--- src/rtl/dac_arbiter.sv ---
// dac_arbiter: shares one DAC SPI master among NUM_REQ requesters.
// Round-robin arbitration with optional grant lock, per-requester enable mask.
//
// Ports:
//   clk, rst           clock, synchronous active-high reset
//   req_arm            per-requester transaction request
//   req_to_dac         packed command words, requester i at [i*DAC_WID +: DAC_WID]
//   req_lock           keep grant after the current transaction
//   req_enable         mask; disabled requesters are never newly granted
//   req_from_dac       registered response of the last completed transaction
//   req_finished       one-hot completion flag to the owner
//   grant              one-hot current owner, zero when unowned
//   spi_arm            arm to the SPI master
//   spi_to_dac         command word to the SPI master
//   spi_from_dac       response word from the SPI master
//   spi_finished       SPI master done, held until spi_arm falls
module dac_arbiter #(
    parameter int DAC_WID = 24,
    parameter int NUM_REQ = 3
) (
    input  logic                       clk,
    input  logic                       rst,
    input  logic [NUM_REQ-1:0]         req_arm,
    input  logic [NUM_REQ*DAC_WID-1:0] req_to_dac,
    input  logic [NUM_REQ-1:0]         req_lock,
    input  logic [NUM_REQ-1:0]         req_enable,
    output logic [DAC_WID-1:0]         req_from_dac,
    output logic [NUM_REQ-1:0]         req_finished,
    output logic [NUM_REQ-1:0]         grant,
    output logic                       spi_arm,
    output logic [DAC_WID-1:0]         spi_to_dac,
    input  logic [DAC_WID-1:0]         spi_from_dac,
    input  logic                       spi_finished
);

    localparam int IW = (NUM_REQ > 1) ? $clog2(NUM_REQ) : 1;

    localparam logic [1:0] IDLE    = 2'd0;
    localparam logic [1:0] ISSUE   = 2'd1;
    localparam logic [1:0] RESPOND = 2'd2;
    localparam logic [1:0] DRAIN   = 2'd3;

    localparam logic [NUM_REQ-1:0] ONE = {{(NUM_REQ-1){1'b0}}, 1'b1};

    logic [1:0]         state;
    logic [IW-1:0]      owner;
    logic [IW-1:0]      last_owner;

    logic [NUM_REQ-1:0] cand;
    logic               locked;
    logic               sel_valid;
    logic [IW-1:0]      sel_idx;
    logic [IW-1:0]      rr_idx;

    assign cand = req_arm & req_enable;

    // A retained grant only counts as a lock while the owner still asks for
    // it and is still enabled; otherwise arbitration reopens this cycle.
    assign locked = (grant != '0) && req_lock[owner] && req_enable[owner];

    // Walk offsets from far to near so the nearest candidate after
    // last_owner is the one left standing.
    always_comb begin
        sel_valid = 1'b0;
        sel_idx   = '0;
        rr_idx    = '0;
        if (locked) begin
            if (req_arm[owner]) begin
                sel_valid = 1'b1;
                sel_idx   = owner;
            end
        end else begin
            for (int i = NUM_REQ; i >= 1; i--) begin
                rr_idx = IW'((32'(last_owner) + 32'(i)) % NUM_REQ);
                if (cand[rr_idx]) begin
                    sel_valid = 1'b1;
                    sel_idx   = rr_idx;
                end
            end
        end
    end

    always_ff @(posedge clk) begin
        if (rst) begin
            state        <= IDLE;
            owner        <= '0;
            last_owner   <= IW'(NUM_REQ - 1);
            spi_arm      <= 1'b0;
            spi_to_dac   <= '0;
            req_from_dac <= '0;
            req_finished <= '0;
            grant        <= '0;
        end else begin
            unique case (state)
                IDLE: begin
                    if (sel_valid) begin
                        owner      <= sel_idx;
                        grant      <= ONE << sel_idx;
                        spi_to_dac <= req_to_dac[sel_idx*DAC_WID +: DAC_WID];
                        spi_arm    <= 1'b1;
                        state      <= ISSUE;
                    end else if (!locked) begin
                        grant <= '0;
                    end
                end
                ISSUE: begin
                    // The owner dropping req_arm here does not abort the
                    // SPI transfer; it just shortens RESPOND to one cycle.
                    if (spi_finished) begin
                        req_from_dac <= spi_from_dac;
                        spi_arm      <= 1'b0;
                        req_finished <= ONE << owner;
                        state        <= RESPOND;
                    end
                end
                RESPOND: begin
                    if (!req_arm[owner]) begin
                        req_finished <= '0;
                        state        <= DRAIN;
                    end
                end
                DRAIN: begin
                    // Wait for the SPI master to see spi_arm low before
                    // another transaction may be armed.
                    if (!spi_finished) begin
                        last_owner <= owner;
                        if (!req_lock[owner]) begin
                            grant <= '0;
                        end
                        state <= IDLE;
                    end
                end
                default: state <= IDLE;
            endcase
        end
    end

endmodule
--- config.mk ---
export PLATFORM = sky130hd
export DESIGN_NAME = dac_arbiter
export DESIGN_NICKNAME = d
export VERILOG_FILES = /design/src/rtl/dac_arbiter.sv
export SDC_FILE = /design/constraint.sdc
export NUM_CORES = 1
export LEC_CHECK = 0
export CAP_MARGIN = 40
export CELL_PAD_IN_SITES_DETAIL_PLACEMENT = 0
export CELL_PAD_IN_SITES_GLOBAL_PLACEMENT = 1
export CORE_MARGIN = 8
export CORE_UTILIZATION = 30
export DETAILED_ROUTE_END_ITERATION = 8
export GPL_TIMING_DRIVEN = 1
export PLACE_DENSITY_LB_ADDON = 0.1
export SYNTH_ARGS = -nofsm -noshare
export SYNTH_HDL_FRONTEND = slang
export SYNTH_SLANG_ARGS = --single-unit
--- constraint.sdc ---
create_clock -name clk -period 4.3 [get_ports clk]
set_input_delay 0.86 -clock clk [delete_from_list [all_inputs] [get_ports clk]]
set_output_delay 0.86 -clock clk [all_outputs]
set_load 0.05 [all_outputs]
==> results of run 1 <==
-- power breakdown --
part,internal [mW],total [mW],switching [mW]
Sequential,0.693,0.783,0.0895
Clock,0.285,0.523,0.238
Combinational,0.506,1.29,0.780
Total,1.48,2.59,1.11
-- worst max-delay path: cells and delay by family --
kind | cells | cell delay [ns]
compound gates | 3 | 1.09
buf+inv | 1 | 0.52
mux | 1 | 0.44
simple gates | 2 | 0.43
-- final cells by class --
| cell class | count | area, sq um | area share (%) |
|---|---|---|---|
| antenna | 1 | 2.50 | 0.0493 |
| clock buffer | 11 | 141 | 2.78 |
| clock inverter | 5 | 58.8 | 1.16 |
| inverter | 29 | 109 | 2.14 |
| multi-input combinational | 261 | 1670 | 32.9 |
| sequential | 61 | 1220 | 24.0 |
| tap | 136 | 170 | 3.35 |
| timing repair buffer | 170 | 1700 | 33.6 |
-- placed cells by master (no fill, tap or decap), types with 5 or more instances in the layout --
cell type	instances
mux2i_1	7
nor3_1	5
inv_1	29
nand2_1	53
clkdlybuf4s50_1	162
nand2b_1	6
or2_2	16
or2_0	7
buf_4	5
clkbuf_8	10
dfxtp_1	61
a21oi_1	34
a32o_1	25
ha_1	6
o21ai_0	27
o211ai_1	26
nor2_1	10
-- sequential cells by signal (all words and copies together) (netlist names) --
signal        flops
spi_arm           1
spi_to_dac       24
grant             3
req_finished      3
req_from_dac     24
state             2
owner             2
last_owner        2
-- layer usage --
layer  routed length (microns)  vias up  track usage [%]  share of wire, %
met4                       133        0             4.43               1.2
met1                      4590     1483             16.5                42
met5                         0        -                0                 0
met2                      5120      107             25.8                47
li1                          -     1650                -                 -
met3                       958       11             7.09               8.9
-- stage by stage --
step	setup slack, ns	util (%)
3_5_place_dp	0.853	47.4
4_1_cts	1.21	49.4
5_1_grt	1.07	49.4
3_3_place_gp	0.855	47.0
2_1_floorplan	1.73	-
6_report	1.21	49.4
-- kinds of logic after synthesis --
kind of cell               after synthesis
AOI/OAI and AO/OA                      132
and+or+nand+nor                        114
DFF                                     61
buffers and inverters                   60
muxes                                    9
adders and majority gates                6
-- path summary, 6_finish.rpt --
check | end | slack (ns) | from | cells after the start
max | spi_to_dac[8] | 1.21 | req_enable[1] | 7
min | req_from_dac[2] | 0.46 | req_from_dac[2] | 2
max reg2reg | spi_to_dac[8] | 1.63 | owner[1] | 6
min reg2reg | req_from_dac[2] | 0.46 | req_from_dac[2] | 2
==> impl_metrics.toml, run 1 <==
[clocking]
path_clk_slew_ns = 0.07
postCtsResizedCells = 0
htreeDepth = 3
cts_root_buf = "clkbuf_8"
hold_buffers = 0
cts_sinks = 61
cts_buffer_depth = 2
cts_setup_buffers = 0
cts_tree = "yes"
clk_latency_ns = 0.33
cts_buffers = 9

[synth]
synthTopCellsByArea = "dfxtp_1, a32o_1, nand2_1"
synth-xor-area-share_pct = 0
ys.flop_type = "dfxtp_1"
synthMuxAreaShare_pct = 3.01
synth_cell_types = 41
synth_cells = 382
async_flop_share_pct = 0
synthesis.nets = 496
synth.ff_latch_count = 61
synth_area_leader_cell = "dfxtp_1"
synth_area_sq_um = 3160
yosys.area_share.simple_pct = 17.4
yosysSeqAreaShare_pct = 38.7
syn_area_per_cell_sq_um = 8.27
synthAdderAreaFrac_pct = 2.38
yosysMostFrequentCell = "dfxtp_1"
yosysTopAreaCellShare_pct = 38.7
synth_top_family_by_area = "compound AO/OA/AOI/OAI gates"
yosys_warnings = 0
synth_common_cells = "dfxtp_1, nand2_1, a21oi_1"
synth_compound_area_share_pct = 29.8
synth_edf_count = 0

[layout]
final_nets = 646
fin_area_sq_um = 5080
drive_above_1_share_pct = 8.38
fillCellCount = 1014
area_growth_pct = 60.8
layout.cells.non_filler = 674

[global_routing]
grt_max_degree = 52
grt_pass1_vias = 3465
grt_pass1_wl_mm = 17.6
overflow = 0
antenna_found_initial = 1
grt_use_total_pct = 15.1

[timing]
setup_viol = 0
hold_violations = 0
hold_ws_ns = 0.455
period_minus_slack_ns = 3.09
maxSlewHeadroom_pct = 55.4
setup_tns_ns = 0
finClkSkew_ns = 0.00907
max_freq_mhz = 324
fin_crit_sh_pct = 71.8
worst_pin_slew_ns = 0.668
rsz0062_at_grt = "no"
slew_viol_final = 0

[setup_path]
path_cells = "clkdlybuf4s50_1, nand2b_1, a21oi_1, and3_1, mux2_2, a21oi_4, a32o_1"
cp.required_ns = 4.57
worst_setup_path_start_kind = "input pin"
crit_type = "in2reg"
cp.arrival_ns = 3.36
slowest_stage = "a21oi_4"
slowest_delay_ns = 0.57
endpoint_kind = "flop"
worstPathMaxFanout = 24

[power]
power.density_nw_per_um2 = 510
peakVddDrop_mv = 0.243
power.leakage_nw = 1.84
total_power_mw = 2.59

[place]
io_buffers = 162
place_inst = 657
placed_area_sq_um = 4880
hpwl_mm = 7.90
place.gp.congestion = 0.781

[detailed_routing]
dr.first_iter.drc_count = 185
vias = 3251
antenna_left = 0
wl_mm = 10.8
drc = 0
wl_per_cell_microns = 16.0
vias_per_cell = 4.82
dr.pass1.iters = 4

[floorplan]
coreArea_sq_um = 10300
fp.dieH_microns = 119
start_util_pct = 30.7
dieArea_sq_um = 14100
num_rows = 37
die_w_microns = 119
ioPinCount = 163

[worst_hold_path]
min_path_type = "reg2reg"

[run_status]
status = "finished, final reports clean"

[flow_run]
maxCapViolCount = 0
(Power assumes the default switching activity.)
==> inputs of run 2 (changes only) <==
CORE_UTILIZATION = 25   (was 30)
clock period = 2.6 ns   (was 4.3 ns; I/O delays follow)
==> impl_metrics.toml, run 2 (synthesized netlist as in run 1, its figures left out) <==
[floorplan]
die_w_microns = 128
fp.dieH_microns = 128
dieArea_sq_um = 16500
coreArea_sq_um = 12500
num_rows = 41
ioPinCount = 163
start_util_pct = 25.3

[setup_path]
r2r_start = "last_owner[0]"
cp.required_ns = 2.82
reg2reg_slack_ns = 0.17
worst_setup_path_start_kind = "flop"
timing.rr.end = "spi_to_dac[9]"
cp.arrival_ns = 2.65
r2r_cells = 9
crit_type = "reg2reg"
worstPathMaxFanout = 19
endpoint_kind = "flop"

[timing]
max_freq_mhz = 411
slew_viol_final = 0
period_minus_slack_ns = 2.43
worst_pin_slew_ns = 0.551
maxSlewHeadroom_pct = 63.2
rsz0062_at_grt = "no"
hold_violations = 0
finClkSkew_ns = 0.00574
fin_crit_sh_pct = 93.5
setup_viol = 0

[power]
peakVddDrop_mv = 0.348
power.density_nw_per_um2 = 907
internal_power_mw = 3.06
comb_power_share_pct = 45.2
clkPwrFrac_pct = 28.9
sw_frac_of_total_pct = 38.3
pwr-share-seq_pct = 25.9
total_power_mw = 4.96
power.leakage_nw = 2.03
switchingPower_mw = 1.90

[layout]
layout_common_cells = "clkdlybuf4s50_1, dfxtp_1, nand2_1"
reg.largest.list = "req_from_dac: 24 flops, spi_to_dac: 24 flops"
multi_input_area_sq_um = 1670
area_growth_pct = 73.2
layout_commonest_cell = "clkdlybuf4s50_1"
diodes = 0
final_nets = 666
fillCellCount = 1261
seqCellArea_sq_um = 1220
fin_area_sq_um = 5470
utilization_pct = 43.9
drive_above_1_share_pct = 11.8

[global_routing]
grt_max_degree = 39
grt_use_total_pct = 14.0
grt_pass1_wl_mm = 18.1
overflow = 0
grt_pass1_vias = 3515
antenna_found_initial = 0

[detailed_routing]
dr.pass1.iters = 8
vias = 3363
wl_per_cell_microns = 15.8
drc = 0
antenna_left = 0
vias_per_cell = 4.61
dr.first_iter.drc_count = 109
wl_mm = 11.5

[run_status]
status = "finished, final reports clean"

[worst_hold_path]
min_to = "req_from_dac[17]"
worstHoldStart = "req_from_dac[17]"
min_path_type = "reg2reg"
hold-path-cell-count = 2

[place]
place.gp.congestion = 0.758
placed_area_sq_um = 5110
io_buffers = 162
hpwl_mm = 8.48

[clocking]
htreeDepth = 3
cts_sinks = 61
postCtsResizedCells = 0
clk_latency_ns = 0.32
cts_root_buf = "clkbuf_16"
cts_buffer_depth = 2
cts_buffers = 9
cts_tree = "yes"
hold_buffers = 0
path_clk_slew_ns = 0.06
cts_setup_buffers = 0

[flow_run]
maxCapViolCount = 0
[run 2: worst max path at each step]
stage               slack, ns           from              to  depth (start not counted)
floorplan                0.18  last_owner[0]  spi_to_dac[17]                         10
global placement        -0.07  req_enable[2]   spi_to_dac[9]                          8
detailed placement      -0.09     req_arm[2]   spi_to_dac[9]                          8
CTS                      0.16  last_owner[0]  spi_to_dac[23]                          9
global route             0.04  last_owner[0]   spi_to_dac[1]                          9
finish                   0.17  last_owner[0]   spi_to_dac[9]                          9
[run 2: final cells by class]
type,instances,area share (%)
inverter,29,1.99
sequential,61,22.3
timing repair buffer,190,34.6
clock buffer,11,4.62
clock inverter,5,1.94
tap,172,3.93
multi-input combinational,261,30.6
[run 2: power by group through the flow]
| stage | logic (mW) | clock network (mW) | registers (mW) |
|---|---|---|---|
| 2_1_floorplan | 0.819 | 0 | 1.91 |
| 3_3_place_gp | 2.27 | 0 | 1.30 |
| 3_5_place_dp | 2.27 | 0 | 1.31 |
| 4_1_cts | 2.28 | 1.48 | 1.29 |
| 5_1_grt | 2.40 | 1.53 | 1.32 |
| 6_report | 2.24 | 1.43 | 1.29 |
[run 2: worst max-delay path: stages, from the launching register on]
cell	delay [ns]
dfxtp_1	0.33
inv_1	0.06
ha_1	0.33
a22o_1	0.21
a221o_1	0.33
a311oi_4	0.29
or2_1	0.21
buf_12	0.17
o211ai_1	0.11
a32o_1	0.27
[run 2: per-layer routing]
layer	vias to the layer above	track usage [%]	wire length [microns]
met3	6	5.46	921
met4	0	5.03	117
met5	-	0	0
met1	1571	15.5	4820
met2	90	23.9	5640
li1	1696	-	-
[run 2: through the flow]
step           setup TNS, ns  setup WS [ns]  std cells  hold slack (ns)
2_1_floorplan              0          0.181        382            0.482
3_3_place_gp           -1.27        -0.0719        713            0.440
3_5_place_dp           -1.65        -0.0932        713            0.447
4_1_cts                    0          0.157        729            0.456
5_1_grt                    0         0.0449        729            0.473
6_report                   0          0.168        729            0.451
==> inputs of run 3 (changes only) <==
SKIP_LAST_GASP = 1   (was default)
==> results of run 3 <==
Same layout as run 2: the final DEF is identical, and so are final timing and power.
